$ cat src/rtl/cfg_seq_pkg.sv
`default_nettype none
// ============================================================================
// Module   : cfg_seq_pkg
// Brief    : Shared types and constants for the configuration sequencer.
// Revision : 1.0 - initial release
// ============================================================================
package cfg_seq_pkg;

    localparam int CNT_W      = 4;
    localparam int CNT_MAX    = (1 << CNT_W) - 1;
    localparam int DEF_ADDR_W = 32;
    localparam int DEF_DATA_W = 32;

    typedef enum logic [2:0] {
        ST_IDLE  = 3'd0,
        ST_SETUP = 3'd1,
        ST_ISSUE = 3'd2,
        ST_WAIT  = 3'd3,
        ST_RESP  = 3'd4,
        ST_HOLD  = 3'd5
    } cfg_state_e;

endpackage
`default_nettype wire

$ cat src/rtl/cfg_delay_cnt.sv
`default_nettype none
// ============================================================================
// Module   : cfg_delay_cnt
// Brief    : Loadable down-counter; done marks the last cycle of a loaded span.
// Revision : 1.0 - initial release
// ============================================================================
module cfg_delay_cnt
    import cfg_seq_pkg::*;
(
    input  logic             clk,
    input  logic             reset,
    input  logic             load,
    input  logic [CNT_W-1:0] load_val,
    output logic             done
);

    logic [CNT_W-1:0] r_count;

    always_ff @(posedge clk or negedge reset) begin
        if (!reset) begin
            r_count <= '0;
        end else if (load) begin
            r_count <= load_val;
        end else if (r_count != '0) begin
            r_count <= r_count - CNT_W'(1);
        end
    end

    // A load of N yields N cycles, with done on the N-th.
    assign done = (r_count == CNT_W'(1));

endmodule
`default_nettype wire

$ cat src/rtl/cfg_seq_ctrl.sv
`default_nettype none
// ============================================================================
// Module   : cfg_seq_ctrl
// Brief    : Sequences single host config reads/writes onto the CGRA config
//            chain, holding the array stalled for the whole burst.
// Revision : 1.0 - initial release
// ============================================================================
module cfg_seq_ctrl
    import cfg_seq_pkg::*;
#(
    parameter int ADDR_W      = DEF_ADDR_W,
    parameter int DATA_W      = DEF_DATA_W,
    parameter int STALL_SETUP = 2,
    parameter int READ_LAT    = 2
) (
    input  logic              clk,
    input  logic              reset,
    input  logic              req_valid,
    output logic              req_ready,
    input  logic              req_write,
    input  logic [ADDR_W-1:0] req_addr,
    input  logic [DATA_W-1:0] req_data,
    output logic              resp_valid,
    input  logic              resp_ready,
    output logic [DATA_W-1:0] resp_data,
    output logic [ADDR_W-1:0] config_config_addr,
    output logic [DATA_W-1:0] config_config_data,
    output logic              config_write,
    output logic              config_read,
    input  logic [DATA_W-1:0] read_config_data,
    output logic              stall,
    output logic              busy
);

    localparam logic [CNT_W-1:0] c_setup_cnt = CNT_W'(STALL_SETUP);
    localparam logic [CNT_W-1:0] c_read_cnt  = CNT_W'(READ_LAT);

    generate
        if (STALL_SETUP < 1 || STALL_SETUP > CNT_MAX) begin : g_bad_stall_setup
            $error("cfg_seq_ctrl: STALL_SETUP must be in 1..15");
        end
        if (READ_LAT < 1 || READ_LAT > CNT_MAX) begin : g_bad_read_lat
            $error("cfg_seq_ctrl: READ_LAT must be in 1..15");
        end
    endgenerate

    cfg_state_e        r_state;
    logic              r_write;
    logic [ADDR_W-1:0] r_addr;
    logic [DATA_W-1:0] r_data;

    logic              w_req_fire;
    logic              w_cnt_load;
    logic              w_cnt_done;
    logic [CNT_W-1:0]  w_cnt_val;

    assign w_req_fire = req_valid && req_ready;

    // One counter serves both the stall setup span and the read latency span.
    assign w_cnt_load = ((r_state == ST_IDLE) && w_req_fire) ||
                        ((r_state == ST_ISSUE) && !r_write);
    assign w_cnt_val  = (r_state == ST_IDLE) ? c_setup_cnt : c_read_cnt;

    cfg_delay_cnt u_delay_cnt (
        .clk      (clk),
        .reset    (reset),
        .load     (w_cnt_load),
        .load_val (w_cnt_val),
        .done     (w_cnt_done)
    );

    always_ff @(posedge clk or negedge reset) begin
        if (!reset) begin
            r_state            <= ST_IDLE;
            r_write            <= 1'b0;
            r_addr             <= '0;
            r_data             <= '0;
            req_ready          <= 1'b0;
            resp_valid         <= 1'b0;
            resp_data          <= '0;
            config_config_addr <= '0;
            config_config_data <= '0;
            config_write       <= 1'b0;
            config_read        <= 1'b0;
            stall              <= 1'b0;
            busy               <= 1'b0;
        end else begin
            // Strobes and chain address/data live for the ISSUE cycle only.
            config_write       <= 1'b0;
            config_read        <= 1'b0;
            config_config_addr <= '0;
            config_config_data <= '0;

            case (r_state)
                ST_IDLE: begin
                    req_ready <= 1'b1;
                    if (w_req_fire) begin
                        r_write   <= req_write;
                        r_addr    <= req_addr;
                        r_data    <= req_data;
                        r_state   <= ST_SETUP;
                        req_ready <= 1'b0;
                        stall     <= 1'b1;
                        busy      <= 1'b1;
                    end
                end
                ST_SETUP: begin
                    if (w_cnt_done) begin
                        r_state            <= ST_ISSUE;
                        config_write       <= r_write;
                        config_read        <= !r_write;
                        config_config_addr <= r_addr;
                        config_config_data <= r_write ? r_data : '0;
                    end
                end
                ST_ISSUE: begin
                    if (r_write) begin
                        r_state   <= ST_HOLD;
                        req_ready <= 1'b1;
                    end else begin
                        r_state   <= ST_WAIT;
                    end
                end
                ST_WAIT: begin
                    if (w_cnt_done) begin
                        r_state    <= ST_RESP;
                        resp_valid <= 1'b1;
                        resp_data  <= read_config_data;
                    end
                end
                ST_RESP: begin
                    if (resp_ready) begin
                        r_state    <= ST_HOLD;
                        resp_valid <= 1'b0;
                        req_ready  <= 1'b1;
                    end
                end
                ST_HOLD: begin
                    // Array is still stalled, so a follow-on request skips setup.
                    if (w_req_fire) begin
                        r_write            <= req_write;
                        r_addr             <= req_addr;
                        r_data             <= req_data;
                        r_state            <= ST_ISSUE;
                        req_ready          <= 1'b0;
                        config_write       <= req_write;
                        config_read        <= !req_write;
                        config_config_addr <= req_addr;
                        config_config_data <= req_write ? req_data : '0;
                    end else begin
                        r_state <= ST_IDLE;
                        stall   <= 1'b0;
                        busy    <= 1'b0;
                    end
                end
                default: begin
                    r_state    <= ST_IDLE;
                    req_ready  <= 1'b0;
                    resp_valid <= 1'b0;
                    stall      <= 1'b0;
                    busy       <= 1'b0;
                end
            endcase
        end
    end

endmodule
`default_nettype wire

$ cat config.mk
export PLATFORM = sky130hd
export DESIGN_NAME = cfg_seq_ctrl
export DESIGN_NICKNAME = d
export VERILOG_FILES = /design/src/rtl/cfg_seq_pkg.sv /design/src/rtl/cfg_delay_cnt.sv /design/src/rtl/cfg_seq_ctrl.sv
export SDC_FILE = /design/constraint.sdc
export NUM_CORES = 1
export LEC_CHECK = 0
export CAP_MARGIN = 20
export CORE_UTILIZATION = 50
export CTS_CLUSTER_SIZE = 30
export DETAILED_ROUTE_END_ITERATION = 7
export DONT_BUFFER_PORTS = 1
export PLACE_DENSITY = 0.64
export SLEW_MARGIN = 20
export SYNTH_ARGS = -nofsm -noshare
export SYNTH_HDL_FRONTEND = slang
export SYNTH_SLANG_ARGS = --single-unit
$ cat constraint.sdc
create_clock -name clk -period 4.2 [get_ports clk]
set_input_delay 0.42 -clock clk [delete_from_list [all_inputs] [get_ports clk]]
set_output_delay 0.42 -clock clk [all_outputs]
set_load 0.1 [all_outputs]
==> metrics.md <==
| Metric | Value |
|---|---|
| Die Ht | `116 um` |
| Clk_lat worst skew | `about 0.41 ns` |
| Metal2 WL | `5.84 mm` |
| Clock Tree Buf Depth | `2` |
| Final setup vio count | `0` |
| Routed WL per cell | `19.4 um` |
| CTS tree | `yes` |
| Initial Utilization | `51.6%` |
| Die Wd | `116 um` |
| Tot Pwr | `0.00683 W` |
| Die ar. | `about 0.014 mm2` |
| Setup slack, reg-to-reg | `1.75 ns` |
| Global Route Usage Sum | `18.2%` |
| Max Slew Vio Count | `0` |
| Yosys reg bits | `173` |
| Syn Area/Cell | `approximately 15 um2` |
| Switching share of power | `44.9%` |
| Req. time, crit path | `4.49 ns` |
| Synth cell types | `34` |
| Seq pwr share | `62.4%` |
| Setup TNS | `0 ns` |
| Fraction of registers with async set or reset after synthesis | `100%` |
| CTS buffer count | `17` |
| Final Cycle Share | `between 50% and 60%` |
| P&R area growth vs syn | `11.5%` |
| N_diodes | `0` |
| Critical path class | `flop to flop` |
| Failing checks | `hold timing` |
| Initial DRC count | `137` |
| Dominant synthesized flop cell | `dfrtp_1` |
| Final nets | `528` |
| Cell Area, Synth | `0.00654 mm2` |
| FP Rows | `41` |
| Antenna violations before repair | `0` |
| Pint | `0.00376 W` |
| Crit path max fanout | `35` |
| Worst-Margin Slew | `approximately 1.1 ns` |
| WHS | `-0.296 ns` |
| Via count | `3456` |
| Metal3 WL | `1.19 mm` |
| Combinational Power Share | `14.4%` |
| Final-report hold violation count | `173` |
| Sequential share of the synthesized area | `between 60 and 70%` |
| DR DRC count | `0` |
| Highest routed layer | `met4` |
| M1 WL | `between 4 and 5 mm` |
| Global-route wire length before repair | `18.3 mm` |
| GRT Residual Overflow | `0` |
| Total power divided by cell area | `937 mW/mm2` |
| TritonRoute pass-1 iters | `4` |
| Largest net degree at the start of global routing | `174` |
| Htree depth | `4` |
| Critical path capture point type | `flop` |
| Warnings, synthesis | `0` |
| Port bufs | `0` |
| Final WL | `11.8 mm` |
| Layout cell share with drive strength beyond 1 | `30.8%` |
| Detail Placement HPWL | `about 7.7 mm` |
| DRT antenna net count | `0` |
| Clk network pwr share | `23.3%` |
| CP arrival | `around 2.7 ns` |
| Synth top area cells | `dfrtp_1 66%, mux2_2 16%, a22o_1 8.6%` |
| RSZ-0062 raised after global routing | `no` |
| Clock sinks | `173` |
| Syn Nets | `530` |
| EDFF count, synth | `0` |
| Slew HR | `roughly 26%` |
| Max Clock Freq | `409 MHz` |
| Core Area | `0.0127 mm2` |
| Drt via density | `roughly 5.7` |
| Sw Pwr | `0.00307 W` |
| Outcome | `complete, but fails checks` |
| Pleak | `3.34 nW` |
| Max Cap Viol | `0` |
| Gpl congestion | `0.758` |
| Vias in the first global route | `3474` |
| Synth area leader | `dfrtp_1` |
| # IOs | `203` |
| Worst-path clk slew | `0.06 ns` |
| Final Critical Period | `around 2.4 ns` |
| Hold Path Class | `primary input to async pin` |
| Synth top cells by count | `173 x dfrtp_1, 93 x mux2_2, 64 x a22o_1, 17 x buf_2, 11 x nor2_1` |
| Root buf cell | `clkbuf_16` |
| Clk_skew | `0.00604 ns` |
| Post-Synthesis Cells | `approximately 430` |
| Crit path launch type | `flop` |
| Max IR drop VDD | `0.000409 V` |
| Top-count cell post-synth | `dfrtp_1` |
| Post-synth top area share | `66.2%` |
worst max-delay path: stages (launching register included):
cell	delay, ns
dfrtp_1	0.53
nand3b_1	0.32
nor2_4	0.78
buf_12	0.31
mux2_2	0.37
metrics by stage:
step / instance area (um2) / instances / worst slack [ns] / utilization [%]
floorplan: 6540 / 427 / 1.97 / -
global placement: 6680 / 578 / 1.81 / 52.7
detailed placement: 6680 / 578 / 1.77 / 52.7
CTS: 7290 / 610 / 1.75 / 57.5
global route: 7290 / 610 / 1.60 / 57.5
finish: 7290 / 610 / 1.75 / 57.5
registers in the layout, indices dropped and copies added (netlist names):
name,flops
config_read,1
r_state,3
config_config_addr,32
r_write,1
u_delay_cnt.r_count,4
r_addr,32
busy,1
resp_valid,1
req_ready,1
config_config_data,32
r_data,32
config_write,1
resp_data,32
per-layer routing:
layer	vias up	GRT usage, %
met5	-	0
met4	0	7.52
met3	17	8.87
met2	126	27.7
met1	1784	22.0
li1	1529	-
path summary, 6_finish.rpt:
path	startpoint	endpoint	depth (start not counted)
setup / recovery	r_state[1]	r_data[15]	4
hold / removal	reset	r_addr[6]	0
setup reg to reg	r_state[1]	r_data[15]	4
hold reg to reg	r_data[1]	config_config_data[1]	1
max in group asynchronous	reset	config_config_data[19]	0
min in group clk	req_data[8]	config_config_data[8]	1
area by class of cell:
class / count / area, um2
well taps: 172 / 215
clock inverters: 10 / 138
fillers: 995 / 5380
inverters: 5 / 18.8
repair buffers: 7 / 65.1
clock buffers: 22 / 474
flip-flops and latches: 173 / 4330
multi-input cells: 221 / 2050
power groups by stage:
stage	clock network (W)	logic, W	registers (W)
3_5_place_dp	0	0.00100	0.00430
2_1_floorplan	0	0.000909	0.00415
5_1_grt	0.00171	0.00108	0.00434
6_report	0.00159	0.000982	0.00426
3_3_place_gp	0	0.000943	0.00427
4_1_cts	0.00163	0.00100	0.00427
repair_timing:
item	4_1_cts	5_1_grt
buffers inserted	0	0
gates resized for setup	0	0
endpoints found under the setup margin	0	0
hold endpoints to repair	173	173
cell usage in the layout, fill, tap and decap left out, types with 2 or more instances in the layout:
cell          n
o32ai_1       2
clkbuf_1      2
clkbuf_8      3
ha_1          2
mux2_1        8
clkinv_2      3
and2_1        2
clkinv_4      2
nor2b_1       3
nand2b_1      4
a21oi_1       5
nand3b_1      2
and3_1        2
a211oi_1      2
inv_1         5
buf_4         6
clkbuf_16    17
clkinvlp_4    2
nand2_1       5
nor2_1        9
mux2_2       93
a22o_1       64
o21ai_0       3
nor3_1        2
bufinv_16     3
dfrtp_1     172
cells by family (layout without fill, tap and decap cells):
group | count (synthesis) | count (layout) | synth area share (%)
AOI/OAI and AO/OA | 80 | 80 | 10.1
xor gates and xnor gates | 2 | 2 | 0.268
adders and majority gates | 2 | 2 | 0.383
buffers and inverters | 33 | 44 | 2.62
DFF | 173 | 173 | 66.2
muxes | 101 | 101 | 17.4
and+or+nand+nor | 36 | 36 | 3.00
Note: power is estimated with default switching activity, not from simulation.
